**config.mk**
```make
export PLATFORM = sky130hd
export DESIGN_NAME = parser_job_sequencer_flat
export DESIGN_NICKNAME = d
export VERILOG_FILES = /design/src/rtl/parser_job_sequencer_if.sv /design/src/rtl/parser_job_sequencer.sv /design/src/flat_wrapper.sv
export SDC_FILE = /design/constraint.sdc
export NUM_CORES = 1
export LEC_CHECK = 0
export BUFFER_PORTS_ARGS = -buffer_cell sky130_fd_sc_hd__buf_4
export CORE_MARGIN = 2
export CORE_UTILIZATION = 40
export DETAILED_ROUTE_END_ITERATION = 10
export GPL_ROUTABILITY_DRIVEN = 1
export HOLD_SLACK_MARGIN = 0.15
export PLACE_DENSITY = 0.63
export SKIP_CTS_REPAIR_TIMING = 1
export SYNTH_ARGS = -nofsm -noshare
export SYNTH_HDL_FRONTEND = slang
export SYNTH_SLANG_ARGS = --single-unit
```
**constraint.sdc**
```tcl
create_clock -name clk -period 8.69 [get_ports clk]
set_clock_uncertainty 0.1 [all_clocks]
set_input_delay 0.4345 -clock clk [delete_from_list [all_inputs] [get_ports clk]]
set_output_delay 0.4345 -clock clk [all_outputs]
set_load 0.02 [all_outputs]
```
**src/rtl/parser_job_sequencer_if.sv**
```systemverilog
// Upstream program stream, result response port and parser-side signals of the
// parser job sequencer. The sequencer uses the slave view; the environment uses master.
interface parser_job_sequencer_if;
  logic [6:0]  in_char;
  logic        in_valid;
  logic        in_last;
  logic [31:0] in_x;
  logic        in_ready;

  logic        res_valid;
  logic        res_ready;
  logic [31:0] res_p;
  logic [1:0]  res_status;

  logic        prs_rst;
  logic [31:0] prs_x;
  logic [6:0]  prs_char;
  logic        prs_char_valid;
  logic [31:0] prs_p;
  logic        prs_done;
  logic        prs_error;

  modport master (
    output in_char, in_valid, in_last, in_x, res_ready, prs_p, prs_done, prs_error,
    input  in_ready, res_valid, res_p, res_status, prs_rst, prs_x, prs_char, prs_char_valid
  );

  modport slave (
    input  in_char, in_valid, in_last, in_x, res_ready, prs_p, prs_done, prs_error,
    output in_ready, res_valid, res_p, res_status, prs_rst, prs_x, prs_char, prs_char_valid
  );
endinterface

```
**src/rtl/parser_job_sequencer.sv**
```systemverilog
// Job controller for the ASCII if/else parser: buffers one program, replays it to a
// freshly reset parser as strobed characters plus a space terminator, returns the result.
module parser_job_sequencer #(
  parameter int unsigned DEPTH   = 64,
  parameter int unsigned AW      = 6,
  parameter int unsigned GAP     = 1,
  parameter int unsigned TIMEOUT = 255
) (
  input  logic                   clk,
  input  logic                   rst,
  parser_job_sequencer_if.slave  bus_io
);

  localparam int unsigned GW = (GAP > 1) ? $clog2(GAP) : 1;
  localparam int unsigned TW = $clog2(TIMEOUT + 1);
  localparam logic [AW:0] Full = (AW + 1)'(DEPTH);

  typedef enum logic [2:0] {
    StLoad, StPrep, StSendHi, StSendLo, StTermHi, StTermLo, StWait, StResp
  } state_e;

  state_e      state_q, state_d;
  logic [6:0]  mem_q [DEPTH];
  logic [AW:0] wr_ptr_q, wr_ptr_d;
  logic [AW:0] rd_ptr_q, rd_ptr_d;
  logic        ovf_q, ovf_d;
  logic [GW-1:0] gap_q, gap_d;
  logic [TW-1:0] tmo_q, tmo_d;
  logic        in_ready_q, in_ready_d;
  logic        prs_rst_q, prs_rst_d;
  logic [31:0] prs_x_q, prs_x_d;
  logic [6:0]  prs_char_q, prs_char_d;
  logic [31:0] res_p_q, res_p_d;
  logic [1:0]  res_status_q, res_status_d;
  logic        wr_en;

  logic        beat, full, gap_done;
  logic [AW:0] rd_next;

  assign beat     = bus_io.in_valid & in_ready_q;
  // Past DEPTH stored characters every further beat belongs to an overflowed job.
  assign full     = ovf_q | (wr_ptr_q == Full);
  assign gap_done = (gap_q == GW'(GAP - 1));
  assign rd_next  = rd_ptr_q + 1'b1;

  always_comb begin
    state_d      = state_q;
    wr_ptr_d     = wr_ptr_q;
    rd_ptr_d     = rd_ptr_q;
    ovf_d        = ovf_q;
    gap_d        = gap_q;
    tmo_d        = tmo_q;
    prs_x_d      = prs_x_q;
    prs_char_d   = prs_char_q;
    res_p_d      = res_p_q;
    res_status_d = res_status_q;
    wr_en        = 1'b0;

    unique case (state_q)
      StLoad: begin
        if (beat) begin
          if (full) begin
            ovf_d = 1'b1;
          end else begin
            wr_en    = 1'b1;
            wr_ptr_d = wr_ptr_q + 1'b1;
          end
          if (bus_io.in_last) begin
            prs_x_d = bus_io.in_x;
            if (full) begin
              state_d      = StResp;
              res_status_d = 2'd3;
              res_p_d      = '0;
            end else begin
              state_d = StPrep;
            end
          end
        end
      end
      StPrep: begin
        rd_ptr_d   = '0;
        prs_char_d = mem_q[0];
        state_d    = StSendHi;
      end
      StSendHi: begin
        gap_d   = '0;
        state_d = StSendLo;
      end
      StSendLo: begin
        if (gap_done) begin
          rd_ptr_d = rd_next;
          if (rd_next == wr_ptr_q) begin
            prs_char_d = 7'h20;
            state_d    = StTermHi;
          end else begin
            prs_char_d = mem_q[rd_next[AW-1:0]];
            state_d    = StSendHi;
          end
        end else begin
          gap_d = gap_q + 1'b1;
        end
      end
      StTermHi: begin
        gap_d   = '0;
        state_d = StTermLo;
      end
      StTermLo: begin
        if (gap_done) begin
          tmo_d   = '0;
          state_d = StWait;
        end else begin
          gap_d = gap_q + 1'b1;
        end
      end
      StWait: begin
        tmo_d = tmo_q + 1'b1;
        if (bus_io.prs_done) begin
          res_p_d      = bus_io.prs_p;
          res_status_d = 2'd0;
          state_d      = StResp;
        end else if (tmo_d == TW'(TIMEOUT)) begin
          res_p_d      = '0;
          res_status_d = 2'd2;
          state_d      = StResp;
        end
      end
      StResp: begin
        if (bus_io.res_ready) begin
          wr_ptr_d = '0;
          rd_ptr_d = '0;
          ovf_d    = 1'b0;
          gap_d    = '0;
          tmo_d    = '0;
          state_d  = StLoad;
        end
      end
      default: state_d = StLoad;
    endcase

    // A parser error overrides everything, including a simultaneous done.
    if (bus_io.prs_error &&
        (state_q inside {StSendHi, StSendLo, StTermHi, StTermLo, StWait})) begin
      res_p_d      = '0;
      res_status_d = 2'd1;
      state_d      = StResp;
    end

    in_ready_d = (state_d == StLoad);
    prs_rst_d  = (state_d == StLoad) || (state_d == StResp);
  end

  always_ff @(posedge clk or posedge rst) begin
    if (rst) begin
      state_q      <= StLoad;
      wr_ptr_q     <= '0;
      rd_ptr_q     <= '0;
      ovf_q        <= 1'b0;
      gap_q        <= '0;
      tmo_q        <= '0;
      in_ready_q   <= 1'b0;
      prs_rst_q    <= 1'b1;
      prs_x_q      <= '0;
      prs_char_q   <= '0;
      res_p_q      <= '0;
      res_status_q <= '0;
    end else begin
      state_q      <= state_d;
      wr_ptr_q     <= wr_ptr_d;
      rd_ptr_q     <= rd_ptr_d;
      ovf_q        <= ovf_d;
      gap_q        <= gap_d;
      tmo_q        <= tmo_d;
      in_ready_q   <= in_ready_d;
      prs_rst_q    <= prs_rst_d;
      prs_x_q      <= prs_x_d;
      prs_char_q   <= prs_char_d;
      res_p_q      <= res_p_d;
      res_status_q <= res_status_d;
    end
  end

  always_ff @(posedge clk) begin
    if (wr_en) begin
      mem_q[wr_ptr_q[AW-1:0]] <= bus_io.in_char;
    end
  end

  assign bus_io.in_ready       = in_ready_q;
  assign bus_io.res_valid      = (state_q == StResp);
  assign bus_io.res_p          = res_p_q;
  assign bus_io.res_status     = res_status_q;
  assign bus_io.prs_rst        = prs_rst_q;
  assign bus_io.prs_x          = prs_x_q;
  assign bus_io.prs_char       = prs_char_q;
  assign bus_io.prs_char_valid = (state_q == StSendHi) || (state_q == StTermHi);

endmodule

```
**src/flat_wrapper.sv**
```systemverilog
// flat-port wrapper written by rule: the top's interface ports become plain ports
module parser_job_sequencer_flat 
#(
  parameter int unsigned DEPTH   = 64,
  parameter int unsigned AW      = 6,
  parameter int unsigned GAP     = 1,
  parameter int unsigned TIMEOUT = 255
)
  (clk, rst, bus_io_in_char, bus_io_in_valid, bus_io_in_last, bus_io_in_x, bus_io_res_ready, bus_io_prs_p, bus_io_prs_done, bus_io_prs_error, bus_io_in_ready, bus_io_res_valid, bus_io_res_p, bus_io_res_status, bus_io_prs_rst, bus_io_prs_x, bus_io_prs_char, bus_io_prs_char_valid);
  parser_job_sequencer_if bus_io_i ();
  input  logic clk;
  input  logic rst;
  input wire logic [$bits(bus_io_i.in_char)-1:0] bus_io_in_char;
  input wire logic [$bits(bus_io_i.in_valid)-1:0] bus_io_in_valid;
  input wire logic [$bits(bus_io_i.in_last)-1:0] bus_io_in_last;
  input wire logic [$bits(bus_io_i.in_x)-1:0] bus_io_in_x;
  input wire logic [$bits(bus_io_i.res_ready)-1:0] bus_io_res_ready;
  input wire logic [$bits(bus_io_i.prs_p)-1:0] bus_io_prs_p;
  input wire logic [$bits(bus_io_i.prs_done)-1:0] bus_io_prs_done;
  input wire logic [$bits(bus_io_i.prs_error)-1:0] bus_io_prs_error;
  output wire logic [$bits(bus_io_i.in_ready)-1:0] bus_io_in_ready;
  output wire logic [$bits(bus_io_i.res_valid)-1:0] bus_io_res_valid;
  output wire logic [$bits(bus_io_i.res_p)-1:0] bus_io_res_p;
  output wire logic [$bits(bus_io_i.res_status)-1:0] bus_io_res_status;
  output wire logic [$bits(bus_io_i.prs_rst)-1:0] bus_io_prs_rst;
  output wire logic [$bits(bus_io_i.prs_x)-1:0] bus_io_prs_x;
  output wire logic [$bits(bus_io_i.prs_char)-1:0] bus_io_prs_char;
  output wire logic [$bits(bus_io_i.prs_char_valid)-1:0] bus_io_prs_char_valid;
  assign bus_io_i.in_char = bus_io_in_char;
  assign bus_io_i.in_valid = bus_io_in_valid;
  assign bus_io_i.in_last = bus_io_in_last;
  assign bus_io_i.in_x = bus_io_in_x;
  assign bus_io_i.res_ready = bus_io_res_ready;
  assign bus_io_i.prs_p = bus_io_prs_p;
  assign bus_io_i.prs_done = bus_io_prs_done;
  assign bus_io_i.prs_error = bus_io_prs_error;
  assign bus_io_in_ready = bus_io_i.in_ready;
  assign bus_io_res_valid = bus_io_i.res_valid;
  assign bus_io_res_p = bus_io_i.res_p;
  assign bus_io_res_status = bus_io_i.res_status;
  assign bus_io_prs_rst = bus_io_i.prs_rst;
  assign bus_io_prs_x = bus_io_i.prs_x;
  assign bus_io_prs_char = bus_io_i.prs_char;
  assign bus_io_prs_char_valid = bus_io_i.prs_char_valid;
  parser_job_sequencer #(.DEPTH(DEPTH), .AW(AW), .GAP(GAP), .TIMEOUT(TIMEOUT)) u_core (.clk(clk), .rst(rst), .bus_io(bus_io_i));
endmodule
```
==> impl_metrics.yaml, run 1 <==
synth:
  seq_area_frac_synth_pct: 72.9
  synth_ff_type: "edfxtp_1"
  avgSynthCellArea_sq_um: 17.9
  synthesis.area_sq_um: 21900
  ys_types: 57
  yosys_warnings: 0
  ys_ff_latch: 549
  netlist_top_cells_area: "edfxtp_1, mux4_2, dfrtp_1, mux2_2, nand2_1"
  synth.largest_area_cell: "edfxtp_1"
  synth_top_cell_area_share_pct: 61.4
  postSynthCellCount: 1222
  syn_nets: 1305
  synth-async-reset-ratio_pct: 18.4
  synth_edf_count: 448
place:
  numPlacedInstances: 2012
  gp_congestion: 0.873
  portBuffers: 154
  place_ws_ns: 4.47
  hpwl_microns: 31400
clock_network:
  numClockSinks: 549
  clkTransAtPathRegs_ns: 0.06
  cts_tree: "yes"
  htreeDepth: 2
  insertion_delay_ns: 0.60
  clockBufferDepth: 3
  cts-root-buf: "clkbuf_16"
  cts_buffers: 56
finish:
  multiInputGateArea_sq_um: 5590
  seqCellArea_sq_um: 16000
  finalNetCount: 1524
  final_cell_mix: "edfxtp_1, buf_4, mux4_2"
  layout_commonest_cell: "edfxtp_1"
  final_util_pct: 48.6
  fillers: 4441
  synthToLayoutAreaGrowth_pct: 19.8
  layout-drive-gt1-share_pct: 26.8
  antenna_cells: 0
  stdcell_count: 2182
critical_path:
  cp.arrival_ns: 4.48
  crit_slowest_cell: "dfrtp_4"
  cp_max_fo: 65
  r2r-start: "u_core.rd_ptr_q[0]"
  critPathBufInv: 2
  r2r_cells: 9
  start_kind: "flip-flop"
  cp_num_cells: 9
  crit_family: "buffers and inverters"
  slowest_delay_ns: 1.01
  crit_start: "u_core.rd_ptr_q[0]"
  cp-end-kind: "flip-flop"
  crit_chain: "ha_4 -> buf_4 -> xor2_1 -> nor2_1 -> and3_1 -> o2111ai_1 -> buf_4 -> o211ai_1 -> and3_1"
  path_class: "reg2reg"
  required_ns: 9.08
grt:
  grt_pass1_vias: 12000
  overflow: 0
  grt_pass1_wl_microns: 75600
  grt_max_degree: 76
  grtUsageTotal_pct: 17.8
  antenna_found_initial: 0
floorplanning:
  die_y_microns: 238
  core_area_sq_um: 54000
  die_x_microns: 238
  dieArea_sq_um: 56700
  io_pins: 155
  rows: 85
  initial_core_util_pct: 40.6
timing:
  finalCriticalPeriod_ns: 4.08
  maxSlewHeadroom_pct: 19.9
  setup_viol: 0
  setup-tns-final_ns: 0
  tightest_slew_ns: 1.20
  rsz0062_at_grt: "no"
  finalCritPeriodShare_pct: 47.0
  final-max-slew-violation-count: 0
  whs_ns: 0.141
  hold_viol: 0
  setup_ws_ns: 4.61
  fmax_mhz: 245
run_status:
  status: "complete, no violations"
power:
  p_per_area_nw_per_um2: 268
  total_leakage_power_nw: 9.06
  peakVddDrop_mv: 0.145
drt:
  ant_nets: 0
  via_per_inst: 5.53
  routedWlPerCell_microns: 23.4
  routed_wl_microns: 51000
  vias: 12100
  drcViolationCount: 0
  dr.pass1.iters: 5
  drtIter0Drc: 1122
flow_run:
  maxCapViolCount: 0
min_path:
  holdPathStages: 4
  hp-start: "bus_io_res_ready"
  hold_class: "in2reg"
cells by family after synthesis:
kind of cell | Yosys count | share of synthesized area, %
flops | 549 | 72.9
simple gates | 260 | 5.25
mux | 172 | 14.4
compound gates | 128 | 4.43
buf+inv | 84 | 1.70
xor+xnor | 24 | 0.959
fa+ha+maj | 5 | 0.286
layer usage:
layer / track usage (%) / vias to the layer above / part of all wire (%)
li1: - / 5301 / -
met4: 7.59 / 0 / 3.7
met3: 3.76 / 91 / 7.2
met1: 24.4 / 6177 / 43
met2: 27.7 / 498 / 47
met5: 0 / - / 0
cells in the mapped netlist, types with 4 or more instances:
| master | number |
|---|---|
| xnor2_1 | 14 |
| xor2_1 | 10 |
| or3_1 | 6 |
| inv_1 | 13 |
| edfxtp_1 | 448 |
| nand4_1 | 12 |
| a22o_1 | 32 |
| dfrtp_1 | 100 |
| and3_1 | 4 |
| a21oi_1 | 10 |
| nand2_1 | 95 |
| mux2i_1 | 28 |
| nor3b_1 | 6 |
| buf_2 | 25 |
| clkbuf_1 | 35 |
| ha_1 | 5 |
| nand2b_1 | 4 |
| o21ai_0 | 29 |
| nand3_1 | 27 |
| o211ai_1 | 4 |
| mux2_2 | 32 |
| a32oi_1 | 24 |
| a31oi_1 | 4 |
| a32o_1 | 4 |
| nor2_1 | 94 |
| mux4_2 | 112 |
| buf_1 | 7 |
stage by stage:
stage | total power, mW | instance area (sq um)
after floorplan | 4.16 | 21900
after global placement | 4.65 | 23700
after detailed placement | 4.66 | 23700
after CTS | 7.07 | 25600
after global routing | 7.31 | 26200
final | 7.03 | 26200
sequential cells by signal, summed over array words and instances, names as in the netlist:
register                  flops
u_core.bus_io.res_p          32
u_core.mem_q                448
u_core.bus_io.prs_rst         1
u_core.state_q                3
u_core.ovf_q                  1
u_core.wr_ptr_q               7
u_core.bus_io.res_status      2
u_core.rd_ptr_q               7
u_core.tmo_q                  8
u_core.bus_io.in_ready        1
u_core.bus_io.prs_x          32
u_core.bus_io.prs_char        7
where the power goes:
part	switching, mW	total (mW)	internal [mW]
combinational	0.816	1.53	0.717
sequential	0.143	3.09	2.94
clock	0.971	2.41	1.44
total	1.93	7.03	5.10
worst register-to-register path, stage by stage, from the launching register on:
cell and delay, ns:
dfrtp_4 1.01, ha_4 0.78, buf_4 0.88, xor2_1 0.20, nor2_1 0.07, and3_1 0.17
o2111ai_1 0.13, buf_4 0.28, o211ai_1 0.12, and3_1 0.23
area by class of cell:
class                      instances  share of cell area [%]
inverter                          13                   0.195
tap                              696                    3.32
sequential                       549                    60.9
clock buffer                      74                    5.68
multi-input combinational        589                    21.3
clock inverter                    29                    1.33
timing repair buffer             232                    7.27
worst paths after layout:
check | endpoint | slack (ns)
max reg2reg | u_core.bus_io.prs_char[5] | 4.61
min reg2reg | u_core.tmo_q[7] | 0.38
max in group asynchronous | u_core.bus_io.prs_x[0] | 6.92
max | u_core.bus_io.prs_char[5] | 4.61
min in group asynchronous | u_core.bus_io.res_p[20] | 0.28
min | u_core.rd_ptr_q[1] | 0.14
Power figures use the tool's default switching activity.
==> run 2: changes to the inputs <==
- PLACE_DENSITY: 0.63 -> 0.65
- clock period: 8.69 -> 3.47 ns (I/O delays scaled with it)
==> run 2 against run 1 <==
Critical path depth decreased by 2. Flip-flop and latch count is the same. Clock-buffer cell count shrank 6. Critical path type unchanged.
==> impl_metrics.yaml, run 2 (synthesized netlist as in run 1, its figures left out) <==
run_status:
  status: "complete, no violations"
timing:
  hold_viol: 0
  fmax_mhz: 311
  rsz0062_at_grt: "no"
  setup-tns-final_ns: 0
  tightest_slew_ns: 1.03
  setup_viol: 0
  finalCriticalPeriod_ns: 3.21
  maxSlewHeadroom_pct: 31.6
  final-max-slew-violation-count: 0
  setup_ws_ns: 0.258
  finalCritPeriodShare_pct: 92.6
finish:
  layout_commonest_cell: "edfxtp_1"
  stdcell_count: 2249
  final_cell_mix: "edfxtp_1, buf_4, mux4_2"
  largest_reg_flops: 448
  antenna_cells: 0
  layout-drive-gt1-share_pct: 29.9
  synthToLayoutAreaGrowth_pct: 22.6
  finalNetCount: 1590
  fillers: 4323
place:
  numPlacedInstances: 2066
  portBuffers: 154
  place_ws_ns: 0.313
  gp_congestion: 0.862
  hpwl_microns: 31500
power:
  total_leakage_power_nw: 9.43
  peakVddDrop_mv: 0.333
  p_per_area_nw_per_um2: 664
  total_power_mw: 17.8
grt:
  overflow: 0
  antenna_found_initial: 0
  grtUsageTotal_pct: 17.9
  grt_pass1_vias: 12000
  grt_pass1_wl_microns: 76600
  grt_max_degree: 81
critical_path:
  start_kind: "flip-flop"
  cp-end-kind: "flip-flop"
  reg2reg_slack_ns: 0.26
  cp_max_fo: 13
  cp.arrival_ns: 3.35
  path_class: "reg2reg"
  required_ns: 3.61
drt:
  routedWlPerCell_microns: 23.3
  routed_wl_microns: 52300
  drcViolationCount: 0
  drtIter0Drc: 1291
  dr.pass1.iters: 5
  via_per_inst: 5.53
  ant_nets: 0
  vias: 12400
floorplanning:
  die_y_microns: 238
  initial_core_util_pct: 40.6
  dieArea_sq_um: 56700
  core_area_sq_um: 54000
  io_pins: 155
  die_x_microns: 238
  rows: 85
clock_network:
  clockBufferDepth: 3
  clkTransAtPathRegs_ns: 0.06
  insertion_delay_ns: 0.62
  numClockSinks: 549
  htreeDepth: 2
  cts_tree: "yes"
  cts_buffers: 56
  cts-root-buf: "clkbuf_16"
flow_run:
  maxCapViolCount: 0
min_path:
  hold_class: "in2reg"
-- run 2: cell types whose count changed in the layout (fill, tap and decap cells not counted), sizes merged --
cell	previous run	this run
bufinv	8	7
clkbuf	74	68
dlygate4sd3	67	79
clkinv	18	23
buf	165	219
inv	15	16
clkinvlp	1	3
-- run 2: final timing paths --
check	endpoint	from	cells after the start
setup / recovery	u_core.mem_q[33][2]	u_core.state_q[0]	7
hold / removal	u_core.bus_io.res_p[10]	bus_io_prs_p[10]	3
setup reg to reg	u_core.mem_q[33][2]	u_core.state_q[0]	7
hold reg to reg	u_core.tmo_q[7]	u_core.tmo_q[7]	1
max in group asynchronous	u_core.bus_io.prs_x[31]	rst	4
min in group asynchronous	u_core.bus_io.res_p[17]	rst	3
-- run 2: where the power goes --
part	leakage (nW)	switching, mW	internal, mW	total (mW)
clock network	0.917	2.50	3.56	6.07
registers	5.39	0.207	7.38	7.58
logic	3.13	2.27	1.91	4.18
total	9.43	4.98	12.8	17.8
-- run 2: layer usage --
layer  wire length [microns]  up-vias  track usage, %
met1                   22300     6301            25.2
met4                    1750        0            7.10
met5                       0        -               0
li1                        -     5427               -
met3                    4410      100            3.81
met2                   23900      602            27.5
-- run 2: final cells by class --
type                            count  area (sq um)  area share [%]
Sequential cell                   549         16000            59.5
Multi-Input combinational cell    589          5590            20.8
Timing Repair Buffer              298          2500            9.30
Clock buffer                       68          1480            5.50
Tap cell                          696           871            3.24
Clock inverter                     36           397            1.48
Inverter                           13          51.3           0.191
-- run 2: per-stage QoR --
stage | area (sq um) | hold WS (ns) | util [%]
2_1_floorplan | 21900 | 0.172 | -
3_3_place_gp | 24200 | 0.300 | 44.8
3_5_place_dp | 24200 | 0.302 | 44.8
4_1_cts | 26100 | -0.341 | 48.3
5_1_grt | 26900 | 0.234 | 49.7
6_report | 26900 | 0.243 | 49.7
-- run 2: critical path: stages (launching register included) --
cell,delay [ns]
dfrtp_1,0.51
or3_1,0.47
nor2_1,0.23
nand3_1,0.24
nor2_1,0.29
nand2_1,0.26
buf_4,0.26
nor2_1,0.48
